--- config.mk ---
export PLATFORM = sky130hd
export DESIGN_NAME = uart_level_fifo
export DESIGN_NICKNAME = d
export VERILOG_FILES = /design/src/rtl/uart_level_fifo.sv
export SDC_FILE = /design/constraint.sdc
export NUM_CORES = 1
export LEC_CHECK = 0
export ABC_AREA = 1
export ABC_CLOCK_PERIOD_IN_PS = 2200
export BUFFER_PORTS_ARGS = -buffer_cell sky130_fd_sc_hd__buf_2
export CORE_ASPECT_RATIO = 0.7
export CORE_MARGIN = 2
export CORE_UTILIZATION = 40
export DETAILED_ROUTE_END_ITERATION = 8
export PLACE_DENSITY = 0.55
export SYNTH_ARGS = -nofsm -noshare
export SYNTH_HDL_FRONTEND = slang
export SYNTH_SLANG_ARGS = --single-unit
--- constraint.sdc ---
create_clock -name clk -period 2.2 [get_ports clk]
set_clock_uncertainty 0.2 [all_clocks]
set_input_delay 0.22 -clock clk [delete_from_list [all_inputs] [get_ports clk]]
set_output_delay 0.22 -clock clk [all_outputs]
set_load 0.005 [all_outputs]
--- src/rtl/uart_level_fifo.sv ---
// rtl/uart_level_fifo.sv - parametrised UART FIFO with level threshold and sticky error flags
// Read path is either registered (1-cycle latency) or show-ahead, selected by SHOW_AHEAD.
module uart_level_fifo #(
  parameter int DATA_W     = 8,
  parameter int DEPTH      = 16,
  parameter int ADDR_W     = $clog2(DEPTH),
  parameter bit SHOW_AHEAD = 1'b0
) (
  input  logic              clk,
  input  logic              rst_n,
  input  logic              flush,
  input  logic              wr_en,
  input  logic [DATA_W-1:0] wr_data,
  input  logic              rd_en,
  output logic [DATA_W-1:0] rd_data,
  output logic              rd_valid,
  output logic [ADDR_W:0]   count,
  output logic              full,
  output logic              empty,
  input  logic [ADDR_W:0]   thresh,
  output logic              level_hit,
  output logic              overflow,
  output logic              underflow,
  input  logic              err_clr
);

  localparam logic [ADDR_W:0] FULL_CNT = (ADDR_W+1)'(DEPTH);

  logic [DATA_W-1:0] mem [DEPTH];
  logic [ADDR_W-1:0] wr_ptr;
  logic [ADDR_W-1:0] rd_ptr;
  logic              wr_acc;
  logic              rd_acc;
  logic              ovf_set;
  logic              udf_set;

  assign full      = (count == FULL_CNT);
  assign empty     = (count == '0);
  assign level_hit = (thresh != '0) && (count >= thresh);

  // Full/empty are judged on the registered count, so a pop cannot make room for a same-cycle push.
  assign wr_acc  = wr_en && !full  && !flush;
  assign rd_acc  = rd_en && !empty && !flush;
  assign ovf_set = wr_en && full   && !flush;
  assign udf_set = rd_en && empty  && !flush;

  always_ff @(posedge clk) begin
    if (wr_acc) begin
      mem[wr_ptr] <= wr_data;
    end
  end

  always_ff @(posedge clk or negedge rst_n) begin
    if (!rst_n) begin
      wr_ptr <= '0;
      rd_ptr <= '0;
      count  <= '0;
    end else if (flush) begin
      wr_ptr <= '0;
      rd_ptr <= '0;
      count  <= '0;
    end else begin
      if (wr_acc) begin
        wr_ptr <= wr_ptr + ADDR_W'(1);
      end
      if (rd_acc) begin
        rd_ptr <= rd_ptr + ADDR_W'(1);
      end
      case ({wr_acc, rd_acc})
        2'b10:   count <= count + (ADDR_W+1)'(1);
        2'b01:   count <= count - (ADDR_W+1)'(1);
        default: count <= count;
      endcase
    end
  end

  // A new error event in the same cycle as err_clr must not be lost.
  always_ff @(posedge clk or negedge rst_n) begin
    if (!rst_n) begin
      overflow  <= 1'b0;
      underflow <= 1'b0;
    end else begin
      if (ovf_set) begin
        overflow <= 1'b1;
      end else if (err_clr) begin
        overflow <= 1'b0;
      end
      if (udf_set) begin
        underflow <= 1'b1;
      end else if (err_clr) begin
        underflow <= 1'b0;
      end
    end
  end

  generate
    if (SHOW_AHEAD) begin : g_show_ahead
      assign rd_data  = mem[rd_ptr];
      assign rd_valid = !empty;
    end else begin : g_registered
      logic [DATA_W-1:0] rd_data_q;
      logic              rd_valid_q;

      always_ff @(posedge clk or negedge rst_n) begin
        if (!rst_n) begin
          rd_data_q  <= '0;
          rd_valid_q <= 1'b0;
        end else begin
          rd_valid_q <= rd_acc;
          if (rd_acc) begin
            rd_data_q <= mem[rd_ptr];
          end
        end
      end

      assign rd_data  = rd_data_q;
      assign rd_valid = rd_valid_q;
    end
  endgenerate

endmodule

Word-level counts from Yosys, hierarchy flattened:

Memories as Yosys holds them, arrays and structs flattened. A register that Yosys moved wholly into a read port is not among the register bits.
Cells that the tools add are included.

* memories: 1
* input port bits: 19
* output and inout port bits: 19
* flip-flop bits (word level): 16
* bits in writable memories: 128
* logic and storage cells: 46

Memories
* mem: words 16, bits a word 8, read ports 1, clocked after Yosys merged registers in 1, write ports 1, line 29 `logic [DATA_W-1:0] mem [DEPTH];`

* $lt $le $gt $ge: 1
* equality and inequality tests: 3
* reduce and logical (&&, ||, !) cells: 20
* multiplexer cells: 11
* $add $sub $neg: 4

Operators by type and width (number)
* $mux 4: 4
* $pmux 5 s2: 1
* $logic_and 1x1->1: 9
* $add 4x1->4 const B: 2
* $reduce_bool 2->1: 4
* $add 5x1->5 const B: 1
* $eq 5x5->1 const B: 1
* $ge 5x5->1: 1
* $logic_not 5->1: 1
* $mux 1: 5
* $mux 5: 1
* $reduce_bool 5->1: 1
* $sub 5x1->5 const B: 1
* $logic_not 1->1: 4
* $reduce_bool 3->1: 1
* $eq 2x1->1 const B: 1
* $eq 2x2->1 const B: 1

Logic depth before layout (Yosys ltp):

Gate-level depths: netlist (run 1).

* depth after elaboration: 7
* depth in mapped cells: 16
* depth with buffers taken out: 16

Worst setup path before layout (run 1):

OpenSTA, ideal clock, no wires.

* path kind: register to register
* start point: register count[2]
* end point: register count[4]
* clock period less this slack: 1970 ps
* slack: 230 ps
* library setup time: 117 ps
* buffers on the path: 0
* arrival: 1653 ps
* data required time: 1883 ps
* stages on the path, launching flop included: 15
* cells stage by stage: dfrtp_1 nor2_2 nand3_2 nand2_2 inv_2 nand2_4 inv_2 ha_1 nand4_1 nand2_1 inv_1 nand2_1 nand2_1 nand3_1 nand2_1

* word-level cells in the longest chain between the ends: 7
* elaborated cells on any way between the ends: 15
* those cells by class: 2 x add/sub; 3 x eq/ne; 2 x mux; 8 x reduce/logical

RTL lines
* start: declaration: line 17 `output logic [ADDR_W:0] count,`
* start signal: assignment: line 70 `2'b10: count <= count + (ADDR_W+1)'(1);`
* start signal: assignment: line 71 `2'b01: count <= count - (ADDR_W+1)'(1);`
* start signal: assignment: line 72 `default: count <= count;`
* $eq 5x5->1 or $logic_not 5->1 (tied branches): line 37, 38
* $logic_not 1->1 (on tied branches): line 42, 43
* $logic_and 1x1->1 (on tied branches) (2 in a row): line 42, 43
* $eq 2x1->1 or $eq 2x2->1 (tied branches): line 69 `case ({wr_acc, rd_acc})`
* $pmux 5 s2: line 69
* $mux 5: line 58 `end else if (flush) begin`

Parallel ways exist; a longest one is shown, timed or not.
A chain may end at the register's enable or synchronous reset.

Worst setup path in the final report (run 1):

* start point: register count[0]
* end point: output port level_hit

* word-level cells in the longest chain between the ends: 2

RTL lines
* $ge 5x5->1: line 39 `assign level_hit = (thresh != '0) && (count >= thresh);`
* $logic_and 1x1->1: line 39
* end: declaration: line 21 `output logic level_hit,`

Every way passes these cells.

==> results of run 1 <==
-- cell type report --
cell class / count / area share (%)
Sequential cell: 152 / 56.40
Multi-Input combinational cell: 315 / 22.24
Timing Repair Buffer: 99 / 9.238
Clock buffer: 17 / 5.397
Tap cell: 200 / 3.175
Clock inverter: 15 / 1.841
Inverter: 36 / 1.714
-- metal layers --
metal | wire length (µm) | track usage, % | vias up
met5 | 0 | 0 | -
met4 | 70 | 4.980 | 0
met3 | 1103 | 6.568 | 5
met2 | 7565 | 31.19 | 121
met1 | 7955 | 29.72 | 2280
li1 | - | - | 2104
-- how the worst min path moves through the flow --
stage	end	slack (ns)	cells after the start	startpoint
6_report	mem[0][5]	0.01	1	wr_data[5]
5_1_grt	mem[2][5]	0.002	1	wr_data[5]
4_1_cts	mem[4][5]	0.005	1	wr_data[5]
3_5_place_dp	underflow	0.07	1	rst_n
3_3_place_gp	underflow	0.07	1	rst_n
2_1_floorplan	count[0]	-0.28	0	rst_n
-- critical path, stage by stage (launching register included) --
cell	delay, ns
dfrtp_1	0.39
inv_2	0.10
ha_4	0.21
inv_2	0.05
nand2_2	0.04
a21oi_2	0.11
o21bai_1	0.08
a21o_1	0.17
a21oi_2	0.11
a21oi_1	0.04
buf_2	0.14
-- state kept, by name, indices dropped and copies added, names as in the netlist --
signal / cells
mem: 128
rd_data: 8
count: 5
rd_ptr: 4
wr_ptr: 4
overflow: 1
rd_valid: 1
underflow: 1
-- per-stage QoR --
stage          power, µW  util, %
5_1_grt             9252    50.55
3_3_place_gp        5691    44.98
3_5_place_dp        5725    44.98
4_1_cts             8616    49.86
6_report            8776    50.55
2_1_floorplan       4920        -
-- logic make-up after synthesis --
logic type,share of synthesized area [%]
adder cells (fa/ha/maj),2.337
AND/OR/NAND/NOR,10.83
flip-flops,69.17
buffers and inverters,4.752
AO/OA/AOI/OAI,12.64
XOR/XNOR,0.2727
-- where the power goes --
| group | internal (µW) | leakage [µW] | switching, µW |
|---|---|---|---|
| logic | 987 | 0.00123 | 1540 |
| clock network | 1580 | 0.000264 | 1220 |
| registers | 3310 | 0.00146 | 143 |
-- what timing repair did --
item / 4_1_cts / 5_1_grt
resized for setup: 6 / 10
buffers inserted: 4 / 7
cloned: 0 / 0
hold buffers: 13 / 0
pin swaps: 1 / 6
setup endpoints to repair: 1 / 10
hold endpoints to repair: 133 / 0
-- synth_stat cells (all sizes together), types with 2 or more instances --
| library cell | instances |
|---|---|
| a21oi | 6 |
| a31oi | 8 |
| buf | 17 |
| clkbuf | 10 |
| dfrtp | 24 |
| edfxtp | 128 |
| ha | 12 |
| inv | 35 |
| nand2 | 42 |
| nand3 | 19 |
| nor2 | 100 |
| nor3 | 2 |
| o211ai | 12 |
| o21ai | 79 |
| o221ai | 20 |
| o22ai | 9 |
==> reports/results.tsv, run 1 <==
metric	value	unit
status	finished, violations left	
violated checks	negative setup slack	
r2r startpoint	count[1]	
Via density	5.408	
DIE WIDTH	155.5	µm
Starting Density	41.20	%
chip height	110.0	µm
GR Overflow Total	0	
Req. time, crit path	1.78	ns
placed cells	778	
H-tree Lvls	4	
worst slew pin tran	0.6269	ns
# setup viols final	1	
RR Endpoint	count[4]	
DRT Wirelength	16.69	mm
Finished Layout Cells	834	
Post-synth ARST share	15.79	%
crit path max fanout	2	
share of the synthesized area in the top cell type	59.82	%
P&R area growth vs syn	22.69	%
Post-Synthesis Cells	530	
Mapped Area	6425	µm²
DRT Pass-1 Iters	5	
Final Cell Area	7883	µm²
I/O pin count	38	
clock-pin slew on the worst setup and hold paths	0.06	ns
Layout fillers	1379	
Total GRT Usage	20.78	%
worst slack at placement	0.06061	ns
Max Transition Viols Final	0	
YS warnings	0	
pin count of the biggest net entering global routing	43	
worst min path class	input port to flop	
Post-synth EDFFs	128	
1st-iter DRT viols	390	
Final period util	103.0	%
root buf cell	clkbuf_16	
WL/cell	20.02	µm
global-route wire length before repair	25.74	mm
syn_area_per_cell	12.12	µm²
setup_tns	-0.06524	ns
CTS tree	done	
initial antenna violation count	0	
core area	15600	µm²
Synth area leaders	edfxtp_1, dfrtp_1, nor2_1, o21ai_0, o221ai_1	
Min Clock Period, post-route	2.265	ns
clock buffer count from CTS	17	
CP endpoint kind	primary output	
Antenna diodes	0	
Residual DRC	0	
Final Hold Viols	0	
GP Congestion	0.8616	
number of global-route vias before repair	4498	
clock buffer depth	2	
Slew headroom	58.21	%
Worst setup SP type	flop	
Power Density	1113	nW/µm²
Max Clk Rate	0.4415	GHz
Main synth FF type	edfxtp_1	
share of layout cells above drive strength 1	22.71	%
CP Class	flop to primary output	
DRT antenna net count	0	
CP endpoint	level_hit	
die area	17110	µm²
RSZ-0062 raised after global routing	true	
worst reg2reg path depth	16	
CP startpoint	count[0]	
static leakage	0.002948	µW
Seq cells post-synth	152	
final net count	652	
largest area contributor in the netlist	edfxtp_1	
worst setup margin	-0.06524	ns
Max-Cap Viols	0	
Final Hold Slack	0.01195	ns
Clock Latency Late Sink	0.43	ns
maximum VDD drop	0.6598	mV
synth unique cells	33	
Arr. time, crit path	1.85	ns
worst reg-to-reg setup slack	0.09	ns
Site Rows	38	
Placed Area	7014	µm²
via count	4510	
count of input and output buffers	37	
final HPWL from detailed placement	10.86	mm
area of the multi-input gates	1753	µm²
Clock Sinks	152	
commonest non-fill, non-tap cell in the layout	edfxtp_1	
most frequent cells in the layout	edfxtp_1, nor2_1, o21ai_0	
syn nets	561	
FF/Latch Area	4446	µm²
Seq/Total Area, Yosys	69.17	%
Power figures use the tool's default switching activity.
==> run 2, diff against run 1 <==
--- a/config.mk
+++ b/config.mk
@@ -9,10 +9,10 @@
 export ABC_CLOCK_PERIOD_IN_PS = 2200
 export BUFFER_PORTS_ARGS = -buffer_cell sky130_fd_sc_hd__buf_2
 export CORE_ASPECT_RATIO = 0.7
-export CORE_MARGIN = 2
-export CORE_UTILIZATION = 40
+export CORE_MARGIN = 8
+export CORE_UTILIZATION = 45
 export DETAILED_ROUTE_END_ITERATION = 8
-export PLACE_DENSITY = 0.55
+export PLACE_DENSITY = 0.61
 export SYNTH_ARGS = -nofsm -noshare
 export SYNTH_HDL_FRONTEND = slang
 export SYNTH_SLANG_ARGS = --single-unit
==> run 2 against run 1 <==
  * The flow still finishes with violations (negative setup slack)
  * Clock power up 6%
  * Final cell count down 4.4%
  * Die area up 7.7%
  * Design area down 2.7%
  * Non-clock buffer count down 27
  * Largest power group unchanged
  * Critical endpoint unchanged
  * Critical path type unchanged
  * First-iteration DRC count up 15%
  * Sequential power about the same
  * Critical path depth up 1
  * Utilization up 4.6 points
  * Global-route usage down 2.8 points
==> reports/results.tsv, run 2 (synthesis gave the netlist of run 1 again) <==
metric	value	unit	change
switching fraction of total power	31.21	%	was 33.09%
pin count of the biggest net entering global routing	39		was 43
clock power share	33.9	%	was 31.9%
Site Rows	36		was 38
hold_sp	wr_data[7]		was wr_data[5]
Power Density	1141	nW/µm²	was 1113 nW/µm²
CP endpoint kind	primary output		unchanged
clock-pin slew on the worst setup and hold paths	0.06	ns	about the same
Psw	2731	µW	was 2904 µW
worst slew pin tran	0.7851	ns	was 0.6269 ns
Final Hold Slack	0.004859	ns	was 0.01195 ns
Final Hold Viols	0		unchanged
GR Overflow Total	0		unchanged
Gate power share	27.0	%	was 28.8%
number of global-route vias before repair	4199		was 4498
Max Transition Viols Final	0		unchanged
Clock Latency Late Sink	0.42	ns	was 0.43 ns
core area	13920	µm²	was 15600 µm²
Total GRT Usage	17.96	%	was 20.78%
1st-iter DRT viols	447		was 390
global-route wire length before repair	24.75	mm	was 25.74 mm
Internal	6019	µW	was 5872 µW
Slew headroom	47.46	%	was 58.21%
Reg power frac	39.2	%	was 39.3%
initial antenna violation count	0		unchanged
die area	18420	µm²	was 17110 µm²
DRT antenna net count	0		unchanged
share of layout cells above drive strength 1	22.08	%	was 22.71%
violated checks	negative setup slack		unchanged
Req. time, crit path	1.78	ns	about the same
Max Clk Rate	0.4283	GHz	was 0.4415 GHz
via count	4386		was 4510
Min Clock Period, post-route	2.335	ns	was 2.265 ns
CTS tree	done		unchanged
WL/cell	20.08	µm	was 20.02 µm
Final period util	106.1	%	was 103.0%
Arr. time, crit path	1.92	ns	was 1.85 ns
Residual DRC	0		unchanged
worst reg-to-reg setup slack	0.04	ns	was 0.09 ns
RR Endpoint	count[4]		unchanged
Hold Path Stages	1		unchanged
crit path max fanout	2		unchanged
clock buffer count from CTS	17		unchanged
DRT Wirelength	16.00	mm	was 16.69 mm
setup_tns	-0.1351	ns	was -0.06524 ns
r2r startpoint	count[0]		was count[1]
worst reg2reg path depth	16		unchanged
Clock Sinks	152		unchanged
commonest non-fill, non-tap cell in the layout	edfxtp_1		unchanged
count of input and output buffers	37		unchanged
final HPWL from detailed placement	10.72	mm	was 10.86 mm
Starting Density	46.16	%	was 41.20%
root buf cell	clkbuf_16		unchanged
chip height	116.0	µm	was 110.0 µm
GP Congestion	0.8622		was 0.8616
CP startpoint	count[0]		unchanged
number of flip-flops in the largest register	128		unchanged
Antenna diodes	0		unchanged
CP Class	flop to primary output		unchanged
Layout fillers	1144		was 1379
maximum VDD drop	0.6321	mV	was 0.6598 mV
# setup viols final	1		unchanged
Max-Cap Viols	0		unchanged
I/O pin count	38		unchanged
Reg with most FFs	mem		unchanged
hold endpoint	mem[4][7]		was mem[0][5]
DRT Pass-1 Iters	5		unchanged
DIE WIDTH	158.8	µm	was 155.5 µm
H-tree Lvls	4		unchanged
Worst setup SP type	flop		unchanged
status	finished, violations left		unchanged
static leakage	0.002846	µW	was 0.002948 µW
worst min path class	input port to flop		unchanged
RSZ-0062 raised after global routing	true		unchanged
most frequent cells in the layout	edfxtp_1, nor2_1, o21ai_0		unchanged
P&R area growth vs syn	19.42	%	was 22.69%
Via density	5.503		was 5.408
final net count	625		was 652
worst setup margin	-0.1351	ns	was -0.06524 ns
clock buffer depth	2		unchanged
run 2: cell count changes in the layout (fill, tap and decap cells not counted), sizes merged:
cell         change
dlygate4sd3      -8
buf             -19
clkinvlp         -5
clkinv           +2
bufinv           +1
inv              -3
clkbuf           +5
run 2: worst max path at each step:
stage / to / cells past startpoint
floorplan: count[4] / 14
global placement: count[2] / 12
detailed placement: count[4] / 16
CTS: level_hit / 11
finish: level_hit / 11
global route: level_hit / 11
run 2: what timing repair did:
| item | CTS | global route |
|---|---|---|
| pin swaps | 5 | 4 |
| setup buffers | 2 | 1 |
| resized for setup | 5 | 19 |
| hold buffers | 5 | 0 |
| setup endpoints to repair | 3 | 108 |
| hold endpoints to repair | 32 | 0 |
run 2: critical path: stages, from the launching register on:
cell and delay, ns:
dfrtp_1 0.40, buf_6 0.13, inv_4 0.05, ha_4 0.19, inv_2 0.04, nand2_2 0.04
a21oi_2 0.10, o21bai_1 0.07, a21o_1 0.17, a21oi_2 0.13, a21oi_2 0.04, buf_2 0.14
run 2: layout make-up:
cell class	instances	area, µm²	area share, %
repair buffers	72	489.2	6.376
well taps	190	237.7	3.098
flip-flops and latches	152	4446	57.94
multi-input cells	315	1749	22.80
clock inverters	10	116.4	1.517
clock buffers	22	496.7	6.474
inverters	36	137.6	1.794
run 2: routing by layer:
layer | GRT usage (%) | up-vias | wire length, µm
li1 | - | 2057 | -
met1 | 26.06 | 2147 | 7903
met2 | 25.23 | 169 | 6599
met3 | 5.394 | 13 | 1330
met4 | 5.499 | 0 | 169
met5 | 0 | - | 0
run 2: power groups by stage:
stage	registers, µW	clock network [µW]	logic, µW
2_1_floorplan	3500	0	1420
3_3_place_gp	3470	0	2230
3_5_place_dp	3480	0	2250
4_1_cts	3420	3000	2320
5_1_grt	3440	3130	2630
6_report	3430	2960	2360
run 2: stage by stage:
step	total power (µW)	area, µm²	utilization [%]	setup WS [ns]	instances
2_1_floorplan	4920	6425	-	0.2296	530
6_report	8751	7672	55.12	-0.1351	797
3_3_place_gp	5699	6907	49.62	0.009054	757
5_1_grt	9208	7672	55.12	-0.2251	797
4_1_cts	8742	7604	54.63	-0.2157	796
3_5_place_dp	5725	6907	49.62	-0.01540	757
